## src/rtl/dpd_coeff_loader_pkg.sv

```systemverilog
// Shared types and sizing for the DPD coefficient loader and its banks.
package dpd_pkg;

    localparam int unsigned COEFF_WIDTH = 16;
    localparam int unsigned FRAC_SZ     = 12;
    localparam int unsigned M           = 2;
    localparam int unsigned K           = 3;
    localparam int unsigned TOTAL_TERMS = (M + 1) * K;
    localparam int unsigned AW          = $clog2(TOTAL_TERMS);

    typedef struct packed {
        logic signed [COEFF_WIDTH-1:0] re;
        logic signed [COEFF_WIDTH-1:0] im;
    } coeff_t;

    typedef enum logic [1:0] {
        IDLE,
        LOAD,
        PENDING
    } ld_state_e;

    // Pass-through DPD: unity gain on term 0, every other term zero.
    function automatic coeff_t identity_coeff(input int unsigned idx);
        coeff_t c;
        c = '0;
        if (idx == 0) begin
            c.re = COEFF_WIDTH'(1 << FRAC_SZ);
        end
        return c;
    endfunction

endpackage

```

## src/rtl/dpd_coeff_loader_if.sv

```systemverilog
// Coefficient stream (host/adaptation side) and coefficient read port (MAC side).
interface dpd_coeff_loader_if;
    import dpd_pkg::*;

    logic                          load_start;
    logic                          load_valid;
    logic                          load_ready;
    logic signed [COEFF_WIDTH-1:0] load_re;
    logic signed [COEFF_WIDTH-1:0] load_im;
    logic                          load_last;

    logic                          enable;
    logic [AW-1:0]                 addr;
    logic signed [COEFF_WIDTH-1:0] data_re;
    logic signed [COEFF_WIDTH-1:0] data_im;

    modport master (
        output load_start, load_valid, load_re, load_im, load_last,
        output enable, addr,
        input  load_ready, data_re, data_im
    );

    modport slave (
        input  load_start, load_valid, load_re, load_im, load_last,
        input  enable, addr,
        output load_ready, data_re, data_im
    );

endinterface

```

## src/rtl/dpd_coeff_loader_bank.sv

```systemverilog
// One coefficient bank: synchronous write, registered read, reset to identity.
module dpd_coeff_bank
    import dpd_pkg::*;
(
    input  logic          clk,
    input  logic          rst_n,
    input  logic          we,
    input  logic [AW-1:0] waddr,
    input  coeff_t        wdata,
    input  logic          rd_en,
    input  logic [AW-1:0] raddr,
    output coeff_t        rdata
);

    coeff_t mem_q [TOTAL_TERMS];
    coeff_t mem_d [TOTAL_TERMS];
    coeff_t rdata_q;
    coeff_t rdata_d;

    // Next-state of storage and read register; out-of-range reads return zero.
    always_comb begin
        for (int unsigned i = 0; i < TOTAL_TERMS; i++) begin
            mem_d[i] = mem_q[i];
            if (we && (waddr == AW'(i))) begin
                mem_d[i] = wdata;
            end
        end
        rdata_d = rdata_q;
        if (rd_en) begin
            rdata_d = '0;
            for (int unsigned i = 0; i < TOTAL_TERMS; i++) begin
                if (raddr == AW'(i)) begin
                    rdata_d = mem_q[i];
                end
            end
        end
    end

    // Storage and read register, restored to the identity set on reset.
    always_ff @(posedge clk or negedge rst_n) begin
        if (!rst_n) begin
            for (int unsigned i = 0; i < TOTAL_TERMS; i++) begin
                mem_q[i] <= identity_coeff(i);
            end
            rdata_q <= '0;
        end else begin
            for (int unsigned i = 0; i < TOTAL_TERMS; i++) begin
                mem_q[i] <= mem_d[i];
            end
            rdata_q <= rdata_d;
        end
    end

    assign rdata = rdata_q;

endmodule

```

## src/rtl/dpd_coeff_loader.sv

```systemverilog
// Double-buffered DPD coefficient store: loads a set into the shadow bank and
// swaps it in atomically while the MAC is idle.
module dpd_coeff_loader
    import dpd_pkg::*;
(
    input  logic                clk,
    input  logic                rst_n,
    dpd_coeff_loader_if.slave   lif,
    input  logic                mac_busy,
    output logic                active_bank,
    output logic                swap_pulse,
    output logic                load_err
);

    localparam logic [AW-1:0] LAST_IDX = AW'(TOTAL_TERMS - 1);

    ld_state_e     state_q, state_d;
    logic [AW-1:0] count_q, count_d;
    logic          active_bank_q, active_bank_d;
    logic          load_ready_q, load_ready_d;
    logic          swap_pulse_q, swap_pulse_d;
    logic          load_err_q, load_err_d;
    logic          rd_sel_q, rd_sel_d;

    logic          accept;
    coeff_t        wdata;
    coeff_t        rdata0;
    coeff_t        rdata1;
    coeff_t        rd_word;

    assign accept = (state_q == LOAD) && lif.load_valid && load_ready_q;
    assign wdata  = '{re: lif.load_re, im: lif.load_im};

    // Loader FSM next-state; outputs are computed here and registered below.
    always_comb begin
        state_d       = state_q;
        count_d       = count_q;
        active_bank_d = active_bank_q;
        load_ready_d  = load_ready_q;
        swap_pulse_d  = 1'b0;
        load_err_d    = 1'b0;
        case (state_q)
            IDLE: begin
                load_ready_d = 1'b0;
                if (lif.load_start) begin
                    state_d      = LOAD;
                    count_d      = '0;
                    load_ready_d = 1'b1;
                end
            end
            LOAD: begin
                if (accept) begin
                    if (count_q == LAST_IDX) begin
                        load_ready_d = 1'b0;
                        if (lif.load_last) begin
                            state_d = PENDING;
                        end else begin
                            state_d    = IDLE;
                            load_err_d = 1'b1;
                        end
                    end else if (lif.load_last) begin
                        state_d      = IDLE;
                        load_ready_d = 1'b0;
                        load_err_d   = 1'b1;
                    end else begin
                        count_d = count_q + AW'(1);
                    end
                end
            end
            PENDING: begin
                load_ready_d = 1'b0;
                if (!mac_busy) begin
                    active_bank_d = ~active_bank_q;
                    swap_pulse_d  = 1'b1;
                    state_d       = IDLE;
                end
            end
            default: begin
                state_d      = IDLE;
                load_ready_d = 1'b0;
            end
        endcase
    end

    // Bank that was active when a read was issued selects the returned word,
    // so a read on the swap edge still sees the old set.
    always_comb begin
        rd_sel_d = lif.enable ? active_bank_q : rd_sel_q;
    end

    // FSM state and registered outputs.
    always_ff @(posedge clk or negedge rst_n) begin
        if (!rst_n) begin
            state_q       <= IDLE;
            count_q       <= '0;
            active_bank_q <= 1'b0;
            load_ready_q  <= 1'b0;
            swap_pulse_q  <= 1'b0;
            load_err_q    <= 1'b0;
            rd_sel_q      <= 1'b0;
        end else begin
            state_q       <= state_d;
            count_q       <= count_d;
            active_bank_q <= active_bank_d;
            load_ready_q  <= load_ready_d;
            swap_pulse_q  <= swap_pulse_d;
            load_err_q    <= load_err_d;
            rd_sel_q      <= rd_sel_d;
        end
    end

    dpd_coeff_bank u_bank0 (
        .clk   (clk),
        .rst_n (rst_n),
        .we    (accept && active_bank_q),
        .waddr (count_q),
        .wdata (wdata),
        .rd_en (lif.enable),
        .raddr (lif.addr),
        .rdata (rdata0)
    );

    dpd_coeff_bank u_bank1 (
        .clk   (clk),
        .rst_n (rst_n),
        .we    (accept && !active_bank_q),
        .waddr (count_q),
        .wdata (wdata),
        .rd_en (lif.enable),
        .raddr (lif.addr),
        .rdata (rdata1)
    );

    assign rd_word        = rd_sel_q ? rdata1 : rdata0;
    assign lif.data_re    = rd_word.re;
    assign lif.data_im    = rd_word.im;
    assign lif.load_ready = load_ready_q;
    assign active_bank    = active_bank_q;
    assign swap_pulse     = swap_pulse_q;
    assign load_err       = load_err_q;

endmodule

```

## src/flat_wrapper.sv

```systemverilog
// flat-port wrapper written by rule: the top's interface ports become plain ports
module dpd_coeff_loader_flat import dpd_pkg::*;
  (clk, rst_n, mac_busy, active_bank, swap_pulse, load_err, lif_load_start, lif_load_valid, lif_load_re, lif_load_im, lif_load_last, lif_enable, lif_addr, lif_load_ready, lif_data_re, lif_data_im);
  dpd_coeff_loader_if lif_i ();
  input  logic clk;
  input  logic rst_n;
  input  logic mac_busy;
  output logic active_bank;
  output logic swap_pulse;
  output logic load_err;
  input wire logic [$bits(lif_i.load_start)-1:0] lif_load_start;
  input wire logic [$bits(lif_i.load_valid)-1:0] lif_load_valid;
  input wire logic [$bits(lif_i.load_re)-1:0] lif_load_re;
  input wire logic [$bits(lif_i.load_im)-1:0] lif_load_im;
  input wire logic [$bits(lif_i.load_last)-1:0] lif_load_last;
  input wire logic [$bits(lif_i.enable)-1:0] lif_enable;
  input wire logic [$bits(lif_i.addr)-1:0] lif_addr;
  output wire logic [$bits(lif_i.load_ready)-1:0] lif_load_ready;
  output wire logic [$bits(lif_i.data_re)-1:0] lif_data_re;
  output wire logic [$bits(lif_i.data_im)-1:0] lif_data_im;
  assign lif_i.load_start = lif_load_start;
  assign lif_i.load_valid = lif_load_valid;
  assign lif_i.load_re = lif_load_re;
  assign lif_i.load_im = lif_load_im;
  assign lif_i.load_last = lif_load_last;
  assign lif_i.enable = lif_enable;
  assign lif_i.addr = lif_addr;
  assign lif_load_ready = lif_i.load_ready;
  assign lif_data_re = lif_i.data_re;
  assign lif_data_im = lif_i.data_im;
  dpd_coeff_loader u_core (.clk(clk), .rst_n(rst_n), .lif(lif_i), .mac_busy(mac_busy), .active_bank(active_bank), .swap_pulse(swap_pulse), .load_err(load_err));
endmodule
```

## config.mk

```make
export PLATFORM = sky130hd
export DESIGN_NAME = dpd_coeff_loader_flat
export DESIGN_NICKNAME = d
export VERILOG_FILES = /design/src/rtl/dpd_coeff_loader_pkg.sv /design/src/rtl/dpd_coeff_loader_if.sv /design/src/rtl/dpd_coeff_loader_bank.sv /design/src/rtl/dpd_coeff_loader.sv /design/src/flat_wrapper.sv
export SDC_FILE = /design/constraint.sdc
export NUM_CORES = 1
export LEC_CHECK = 0
export ABC_AREA = 1
export ABC_CLOCK_PERIOD_IN_PS = 3500
export CAP_MARGIN = 20
export CORE_MARGIN = 1
export CORE_UTILIZATION = 30
export CTS_BUF_LIST = sky130_fd_sc_hd__clkbuf_8
export DETAILED_ROUTE_END_ITERATION = 10
export MAX_ROUTING_LAYER = met4
export SLEW_MARGIN = 20
export SYNTH_ARGS = -nofsm -noshare
export SYNTH_HDL_FRONTEND = slang
export SYNTH_SLANG_ARGS = --single-unit
```

## constraint.sdc

```tcl
create_clock -name clk -period 3.5 [get_ports clk]
set_input_delay 0.525 -clock clk [delete_from_list [all_inputs] [get_ports clk]]
set_output_delay 0.525 -clock clk [all_outputs]
set_load 0.01 [all_outputs]
```

==> results of run 1 <==
==> report_power, final <==
part	internal [mW]	total, mW	switching (mW)
combinational	1.61	3.98	2.37
clock	3.77	6.93	3.16
sequential	9.88	11.1	1.25
==> metal layers <==
metal | track usage | part of all wire | vias to the layer above
met4 | 0.06631 | 0.028 | 0
met1 | 0.2477 | 0.46 | 11530
met5 | - | 0 | -
met3 | 0.02299 | 0.053 | 163
li1 | - | - | 11490
met2 | 0.2959 | 0.46 | 705
==> tightest hold or removal path, stage by stage <==
cell     delay [ns]
buf_2          0.18
o21ai_0        0.10
inv_1          0.04
nand2_1        0.05
nand2_1        0.04
==> per-stage QoR <==
step	utilization	setup WS, ns	instance area (sq um)	total power, mW
2_1_floorplan	-	1.854	29300	13.76
3_5_place_dp	0.3231	0.7227	31250	15.22
4_1_cts	0.3465	0.04413	33510	22.20
6_report	0.3466	0.1207	33510	22.04
5_1_grt	0.3466	0.07129	33510	23.47
3_3_place_gp	0.3231	0.7828	31250	15.05
==> flip-flops by register name (all words and copies together), names as in the netlist <==
name and count:
u_core.rd_sel_q 1, u_core.load_err 1, u_core.active_bank 1, u_core.u_bank1.rdata 32, u_core.swap_pulse 1, u_core.count_q 4, u_core.u_bank0.rdata 32, u_core.state_q 2
u_core.u_bank0.mem_q 288, u_core.u_bank1.mem_q 288, u_core.lif.load_ready 1
==> repair_timing <==
action / CTS / global route
hold endpoints to repair: 57 / 0
hold buffers: 1 / 0
resized for setup: 0 / 0
endpoints found under the setup margin: 0 / 0
==> how the worst max path moves through the flow <==
stage | cells after the start | to | slack [ns]
final | 5 | lif_data_re[11] | 0.12
after global routing | 5 | lif_data_re[11] | 0.07
after floorplan | 9 | u_core.u_bank0.rdata[22] | 1.85
after global placement | 5 | u_core.u_bank0.mem_q[124] | 0.78
after CTS | 5 | lif_data_re[11] | 0.04
after detailed placement | 5 | u_core.u_bank0.mem_q[119] | 0.72
==> cell usage in the layout, fill, tap and decap left out <==
cell,netlist,layout
a21oi_1,14,14
diode_2,0,2
nor2_8,2,2
clkinv_2,0,7
inv_2,4,4
nand3_1,263,262
nand2_2,0,1
o21ai_0,271,271
dlygate4sd3_1,0,1
nor2_4,1,5
buf_8,0,1
inv_12,0,1
clkdlybuf4s50_1,0,76
bufinv_16,0,1
xor2_1,1,1
buf_4,1,55
nand2_1,1178,1177
inv_8,0,1
buf_12,0,23
clkbuf_8,0,146
nor2_1,152,149
nor3_1,2,2
o21ai_1,384,384
buf_2,107,1
nand3_4,1,2
dfstp_2,2,2
nand4_1,86,86
clkinvlp_4,0,2
ha_1,6,6
nand2_4,18,18
inv_6,0,2
dfrtp_1,649,649
inv_1,288,319
==> final cells by class <==
cell class,instances,share of cell area
sequential,651,0.4861
timing repair buffer,157,0.04965
clock buffer,146,0.05996
antenna,2,0.0001493
clock inverter,45,0.007168
multi-input combinational,2380,0.3165
tap,1276,0.04764
inverter,292,0.03274
==> kinds of logic (layout without fill, tap and decap cells) <==
kind of cell / count (synthesis) / in the layout / synth area share
compound gates: 669 / 669 / 0.1143
xor+xnor: 1 / 1 / 0.0002990
fa+ha+maj: 6 / 6 / 0.002562
buf+inv: 540 / 640 / 0.08335
flops: 651 / 651 / 0.5560
other cells: 0 / 2 / 0
simple gates: 1704 / 1704 / 0.2435
==> metrics.cfg, run 1 <==
[logic_synthesis]
syn-num-nets=3620
ys_warn_count=0
synthArstFlopShare=1.000
avgSynthCellArea_sq_um=8.206
yosys-top-cells-count=nand2_1, dfrtp_1, o21ai_1, inv_1, o21ai_0
ys_seq_area_frac=0.5560
syn_area_sq_um=29300
yosys_most_used_dff=dfrtp_1
synth_top_area_cell=dfrtp_1
ys_top_cells_by_area=dfrtp_1, nand2_1, o21ai_1, o21ai_0, nand3_1
yosysMostFrequentCell=nand2_1
ys_ff_latch=651
synth_top_area_frac=0.5543
synth-edff-count=0
synth_cell_types=24
synthCells=3571

[floorplan]
die-area_sq_um=98930
start_util=0.3030
fp.dieH_um=314.5
core_region_area_sq_um=96710
io_pins=79
rows=114
chipWidth_um=314.5

[setup_path]
path_max_fanout=10
reg2reg_slack_ns=1.17
crit_family=buffers and inverters
end_kind=output port
path_cells=inv_1 -> buf_4 -> nand2_1 -> nand2_1 -> clkdlybuf4s50_1
crit_arrival_ns=2.85
crit_type=register to output port
rr_startpoint=u_core.state_q[1]
r2r_end=u_core.u_bank0.mem_q[123]
cp-start-kind=register
max_stage_delay_ns=0.60
crit_top_cell=nand2_1
cp-startpoint=u_core.rd_sel_q
crit_path_top_delay_cell=clkdlybuf4s50_1
crit_buf_inv=3
r2r_cells=5
required_ns=2.97

[pwr]
ir_drop_uv=284.6
cellPowerDensity_nw_per_um2=657.6
p_leak_nw=16.21

[clocking]
cts_root_buf=clkbuf_8
clock-sinks=651
cts_buffer_depth=3
htreeDepth=3
numCtsBuffers=108
cts_tree=built
cts_setup_buffers=0
clock_latency_ns=0.75
clk_pin_slew_worst_paths_ns=0.06

[timing]
post-route-period-util=0.9655
fin_tns_setup_ns=0
hold_ws_ns=0.2506
slew_headroom=0.3055
rsz0062_at_grt=false
final_hold_viol_count=0
min_period_ns=3.379
fmax_ghz=0.2959
slew_viol_final=0
skew_ns=0.04168
setup_viol_count_final=0
tightest_slew_ns=1.042

[job]
cap_viol_max_count=0

[grt]
grt_pass1_vias=23040
track_usage=0.1875
grt_pass1_wl_um=139200
grt_max_degree=94
overflow=0
antenna_found_initial=2

[detailed_routing]
ant_nets=0
avgViaCountPerCell=4.827
drc=0
vias=23890
drt_iter0_markers=2363
dr.pass1.iters=7
drt_wl_total_um=88890
wl_per_cell_um=17.96

[final_layout]
nFillCells=10090
ff_latch_area_sq_um=16290
multiInputGateArea_sq_um=10610
area_growth_pct=14.38
nets=3639
stdcell_count=4949
drive_above_1_share=0.07464

[placement]
hpwlAfterDp_um=48000
gp_congestion=0.7862
dp.cells=4755
buffer_ports.inserted=78

[status]
status=finished clean

[worst_hold_path]
holdPathStages=5
hp-class=input port to register
whs_endpoint=u_core.u_bank0.rdata[19]
hold_start=lif_enable

Note: power is estimated with default switching activity, not from simulation.
==> run 2: changes to the inputs <==
CELL_PAD_IN_SITES_DETAIL_PLACEMENT = 2   (was unset)
CELL_PAD_IN_SITES_GLOBAL_PLACEMENT = 2   (was unset)
CORE_UTILIZATION = 42   (was 30)
PLACE_DENSITY_LB_ADDON = 0.1   (was unset)
==> metrics.cfg, run 2 (synthesis gave the netlist of run 1 again) <==
[status]
status=finished clean  ; unchanged

[setup_path]
crit_path_top_delay_cell=buf_4  ; was clkdlybuf4s50_1
crit_arrival_ns=2.82  ; was 2.85 ns
crit_top_cell=nand2_1  ; unchanged
path_cells=buf_4 -> nand2_1 -> nand2_1 -> clkdlybuf4s50_1  ; was inv_1 -> buf_4 -> nand2_1 -> nand2_1 -> clkdlybuf4s50_1
end_kind=output port  ; unchanged
max_stage_delay_ns=0.62  ; was 0.60 ns
required_ns=2.97  ; about the same
cp-startpoint=u_core.rd_sel_q  ; unchanged
cp-start-kind=register  ; unchanged
crit_family=buffers and inverters  ; unchanged
path_max_fanout=32  ; was 10
rr_startpoint=u_core.state_q[1]  ; unchanged
crit_type=register to output port  ; unchanged
crit_buf_inv=2  ; was 3

[final_layout]
ff_latch_area_sq_um=16290  ; unchanged
nets=3632  ; was 3,639
layout_commonest_cell=nand2_1  ; unchanged
largest_registers=u_core.u_bank0.mem_q x288, u_core.u_bank1.mem_q x288  ; unchanged
area_growth_pct=12.45  ; was 14.38%
stdcell_count=4601  ; was 4,949
nFillCells=7585  ; was 10,090
mostFrequentLayoutCells=nand2_1, dfrtp_1, o21ai_1  ; unchanged
stdcell_area_sq_um=32950  ; was 33,510 sq um
multiInputGateArea_sq_um=10610  ; unchanged
drive_above_1_share=0.06790  ; was 0.07464
finalCoreUtilization=0.4787  ; was 0.3466

[detailed_routing]
ant_nets=0  ; unchanged
wl_per_cell_um=25.64  ; was 17.96 um
drt_iter0_markers=1818  ; was 2,363
avgViaCountPerCell=5.742  ; was 4.827
dr.pass1.iters=5  ; was 7
drc=0  ; unchanged
drt_wl_total_um=118000  ; was 88,890 um
vias=26420  ; was 23,890

[timing]
min_period_ns=3.346  ; was 3.379 ns
post-route-period-util=0.9561  ; was 0.9655
rsz0062_at_grt=false  ; unchanged
fin_tns_setup_ns=0  ; unchanged
setup_viol_count_final=0  ; unchanged
fmax_ghz=0.2988  ; was 0.2959 GHz
skew_ns=0.02781  ; was 0.04168 ns
tightest_slew_ns=1.150  ; was 1.042 ns
slew_headroom=0.2332  ; was 0.3055
final_hold_viol_count=0  ; unchanged
slew_viol_final=0  ; unchanged

[floorplan]
start_util=0.4257  ; was 0.3030
core_region_area_sq_um=68830  ; was 96,710 sq um
io_pins=79  ; unchanged
chipWidth_um=266.1  ; was 314.5 um
die-area_sq_um=70830  ; was 98,930 sq um
fp.dieH_um=266.1  ; was 314.5 um
rows=96  ; was 114

[clocking]
clock-sinks=651  ; unchanged
numCtsBuffers=116  ; was 108
cts_buffer_depth=3  ; unchanged
clock_latency_ns=0.73  ; was 0.75 ns
cts_root_buf=clkbuf_8  ; unchanged
htreeDepth=3  ; unchanged
cts.repair.resized=0  ; unchanged
cts_tree=built  ; unchanged
clk_pin_slew_worst_paths_ns=0.06  ; about the same

[grt]
grt_pass1_vias=29800  ; was 23,040
grt_max_degree=101  ; was 94
track_usage=0.3499  ; was 0.1875
antenna_found_initial=4  ; was 2
grt_pass1_wl_um=181200  ; was 139,200 um
overflow=0  ; unchanged

[job]
cap_viol_max_count=0  ; unchanged

[worst_hold_path]
hp-class=input port to asynchronous set/reset pin  ; was input port to register

[placement]
buffer_ports.inserted=78  ; unchanged
gp_congestion=0.7523  ; was 0.7862
placed_area_sq_um=30710  ; was 31,250 sq um
dp.cells=4395  ; was 4,755
hpwlAfterDp_um=63810  ; was 48,000 um

[pwr]
ir_drop_uv=287.3  ; was 284.6 uV
p_leak_nw=16.20  ; was 16.21 nW
cellPowerDensity_nw_per_um2=690.6  ; was 657.6 nW/um^2

==> run 2: final timing paths <==
path                                             end  slack (ns)  depth (start not counted)
max                                  lif_data_re[13]        0.15                          4
min                         u_core.u_bank0.mem_q[12]        0.40                          2
max reg2reg                u_core.u_bank0.mem_q[239]        0.94                          5
min reg2reg                 u_core.u_bank0.mem_q[18]        0.48                          2
max in group asynchronous  u_core.u_bank1.mem_q[142]        1.94                          3
min in group clk                   u_core.swap_pulse        0.41                          2
==> run 2: power by group <==
group | switching (mW) | internal (mW) | total [mW]
clock network | 3.27 | 3.69 | 6.96
registers | 1.45 | 9.89 | 11.3
logic | 2.85 | 1.61 | 4.46
==> run 2: timing repair <==
action                                 in CTS  in global routing
endpoints found under the hold margin      58                  0
buffers inserted                            0                  0
hold buffers                                1                  0
==> run 2: metal layers <==
layer / track usage / part of all wire
met1: 0.4443 / 0.43
met2: 0.5683 / 0.48
met3: 0.05250 / 0.049
met4: 0.1275 / 0.037
met5: - / 0
==> run 2: per-stage QoR <==
| stage | hold WS [ns] | total power, mW | setup slack, ns |
|---|---|---|---|
| after floorplan | 0.2294 | 13.76 | 1.854 |
| after global routing | 0.3928 | 23.97 | 0.1321 |
| after CTS | 0.3522 | 22.87 | 0.1627 |
| after global placement | 0.4616 | 15.11 | 0.8156 |
| after detailed placement | 0.4684 | 15.75 | 0.6321 |
| final | 0.4026 | 22.76 | 0.1536 |
==> run 2: cell type report <==
| cell class | instances | area share |
|---|---|---|
| Inverter | 292 | 0.03330 |
| Clock buffer | 146 | 0.06098 |
| Antenna cell | 3 | 0.0002278 |
| Timing Repair Buffer | 142 | 0.04720 |
| Tap cell | 931 | 0.03535 |
| Clock inverter | 56 | 0.006493 |
| Multi-Input combinational cell | 2380 | 0.3220 |
| Sequential cell | 651 | 0.4945 |
==> run 3: changes to the inputs <==
ABC_AREA = unset   (was 1)
CORE_UTILIZATION = 49   (was 42)
==> metrics.cfg, run 3 <==
[status]
status=finished with violations  ; was finished clean
violations=DRC

[timing]
rsz0062_at_grt=false  ; unchanged
fmax_ghz=0.3151  ; was 0.2988 GHz
slew_headroom=0.3338  ; was 0.2332
tightest_slew_ns=0.9972  ; was 1.150 ns
slew_viol_final=0  ; unchanged
final_hold_viol_count=0  ; unchanged
fin_tns_setup_ns=0  ; unchanged
post-route-period-util=0.9068  ; was 0.9561
setup_viol_count_final=0  ; unchanged
min_period_ns=3.174  ; was 3.346 ns
skew_ns=0.03628  ; was 0.02781 ns

[final_layout]
layout_commonest_cell=dfrtp_1  ; was nand2_1
largest_registers=u_core.u_bank0.mem_q x288, u_core.u_bank1.mem_q x288  ; unchanged
nets=2388  ; was 3,632
mostFrequentLayoutCells=dfrtp_1, mux2_2, clkbuf_8  ; was nand2_1, dfrtp_1, o21ai_1
finalCoreUtilization=0.5700  ; was 0.4787
drive_above_1_share=0.3833  ; was 0.06790
area_growth_pct=14.61  ; was 12.45%

[clocking]
cts.repair.resized=0  ; unchanged
clk_pin_slew_worst_paths_ns=0.06  ; about the same
htreeDepth=3  ; unchanged
numCtsBuffers=111  ; was 116
clock_latency_ns=0.75  ; was 0.73 ns
cts_root_buf=clkbuf_8  ; unchanged
cts_buffer_depth=3  ; unchanged
clock-sinks=651  ; unchanged
cts_tree=built  ; unchanged

[logic_synthesis]
synthArstFlopShare=1.000  ; unchanged
ys_top_cells_by_area=dfrtp_1, mux2_2, mux2i_1, o22ai_1, a21oi_1  ; was dfrtp_1, nand2_1, o21ai_1, o21ai_0, nand3_1
syn-num-nets=2313  ; was 3,620
synthCells=2264  ; was 3,571
synth_cell_types=48  ; was 24
avgSynthCellArea_sq_um=13.01  ; was 8.206 sq um
ys_warn_count=0  ; unchanged
ys_ff_latch=651  ; unchanged
synth_top_area_frac=0.5512  ; was 0.5543
yosysMostFrequentCell=dfrtp_1  ; was nand2_1
synth_top_area_cell=dfrtp_1  ; unchanged
ys_seq_area_frac=0.5530  ; was 0.5560
yosys-top-cells-count=dfrtp_1, mux2_2, clkbuf_1, mux2i_1, o22ai_1  ; was nand2_1, dfrtp_1, o21ai_1, inv_1, o21ai_0
yosys_most_used_dff=dfrtp_1  ; unchanged
synth-edff-count=0  ; unchanged
syn_area_sq_um=29460  ; was 29,300 sq um

[detailed_routing]
dr.pass1.iters=8  ; was 5
vias=20800  ; was 26,420
drt_iter0_markers=1209  ; was 1,818
drc=5  ; was 0
avgViaCountPerCell=6.482  ; was 5.742
wl_per_cell_um=34.66  ; was 25.64 um
ant_nets=0  ; unchanged
drt_wl_total_um=111200  ; was 118,000 um

[floorplan]
die-area_sq_um=61110  ; was 70,830 sq um
start_util=0.4973  ; was 0.4257
rows=89  ; was 96
io_pins=79  ; unchanged
chipWidth_um=247.2  ; was 266.1 um
fp.dieH_um=247.2  ; was 266.1 um
core_region_area_sq_um=59240  ; was 68,830 sq um

[grt]
grt_pass1_vias=24140  ; was 29,800
grt_max_degree=76  ; was 101
overflow=0  ; unchanged
grt_pass1_wl_um=164000  ; was 181,200 um
track_usage=0.3794  ; was 0.3499
antenna_found_initial=7  ; was 4

[setup_path]
rr_startpoint=u_core.count_q[1]  ; was u_core.state_q[1]
crit_arrival_ns=2.65  ; was 2.82 ns
cp-start-kind=register  ; unchanged
cp-startpoint=u_core.rd_sel_q  ; unchanged
path_max_fanout=13  ; was 32
required_ns=2.97  ; about the same
end_kind=output port  ; unchanged
crit_type=register to output port  ; unchanged

[placement]
gp_congestion=0.8035  ; was 0.7523
buffer_ports.inserted=78  ; unchanged
hpwlAfterDp_um=58110  ; was 63,810 um

[pwr]
p_leak_nw=16.22  ; was 16.20 nW
cellPowerDensity_nw_per_um2=605.8  ; was 690.6 nW/um^2
ir_drop_uv=301.8  ; was 287.3 uV

[worst_hold_path]
hp-class=input port to asynchronous set/reset pin  ; unchanged

[job]
cap_viol_max_count=0  ; unchanged

[run 3: changes by cell type in the layout (fill, tap and decap cells not counted), sizes merged, moves of 68 or more]
cell	delta
mux2i	+115
nand3	-251
nand4	-84
inv	-300
o21ai	-558
a21oi	+85
nand2	-1174
mux2	+651
nor2	-68
o22ai	+109
[run 3: final cells by class]
cell class	count	area, sq um
diodes	7	17.52
clock buffers	152	2092
clock inverters	51	239.0
fillers	5340	25470
inverters	5	18.77
multi-input cells	1408	12380
flip-flops and latches	651	16290
well taps	773	967.2
repair buffers	162	1757
[run 3: stage by stage]
step | cell area [sq um] | hold WS, ns | setup WS, ns | total power, mW | cells
4_1_cts | 33750 | 0.4064 | 0.2680 | 20.48 | 3202
3_5_place_dp | 31410 | 0.4742 | 0.4140 | 12.87 | 2998
5_1_grt | 33770 | 0.4258 | 0.2692 | 21.09 | 3209
6_report | 33770 | 0.4201 | 0.3261 | 20.46 | 3209
3_3_place_gp | 31410 | 0.4617 | 0.5433 | 12.47 | 2998
2_1_floorplan | 29460 | 0.2294 | 1.443 | 11.52 | 2264
[run 3: metal layers]
layer / GRT usage / vias to the layer above / share of wire
met5: - / - / 0
met2: 0.6380 / 723 / 0.51
met4: 0.1665 / 0 / 0.040
li1: - / 8424 / -
met1: 0.4475 / 11340 / 0.40
met3: 0.06392 / 315 / 0.046
[run 3: worst paths after layout]
| path | end | slack [ns] | depth (start not counted) |
|---|---|---|---|
| worst max-delay path | lif_data_im[3] | 0.33 | 3 |
| worst min-delay path | u_core.u_bank1.mem_q[92] | 0.42 | 2 |
| worst max register to register | u_core.u_bank0.mem_q[25] | 0.77 | 7 |
| worst min register to register | u_core.u_bank1.mem_q[53] | 0.48 | 1 |
| max in group asynchronous | u_core.u_bank1.mem_q[77] | 1.92 | 4 |
| min in group clk | u_core.u_bank1.rdata[14] | 0.46 | 3 |
[run 3: kinds of logic after synthesis]
| logic type | share of synthesized area |
|---|---|
| buffers and inverters | 0.02951 |
| flip-flops | 0.5530 |
| XOR/XNOR | 0.0005946 |
| multiplexers | 0.2917 |
| AO/OA/AOI/OAI | 0.07534 |
| adder cells (fa/ha/maj) | 0.002548 |
| AND/OR/NAND/NOR | 0.04731 |
[run 3: power by group]
part	internal [mW]	switching [mW]	total, mW
registers	8.82	0.901	9.72
logic	1.65	1.71	3.36
clock network	3.91	3.46	7.37
[run 3: what timing repair did]
| item | CTS | global route |
|---|---|---|
| buffers inserted | 0 | 0 |
| hold buffers | 1 | 0 |
| hold endpoints to repair | 62 | 0 |
[run 3: worst max-delay path, stage by stage, from the launching register on]
cell and delay (ns):
dfrtp_2 0.64, buf_4 0.32, mux2_2 0.39, clkdlybuf4s50_1 0.56
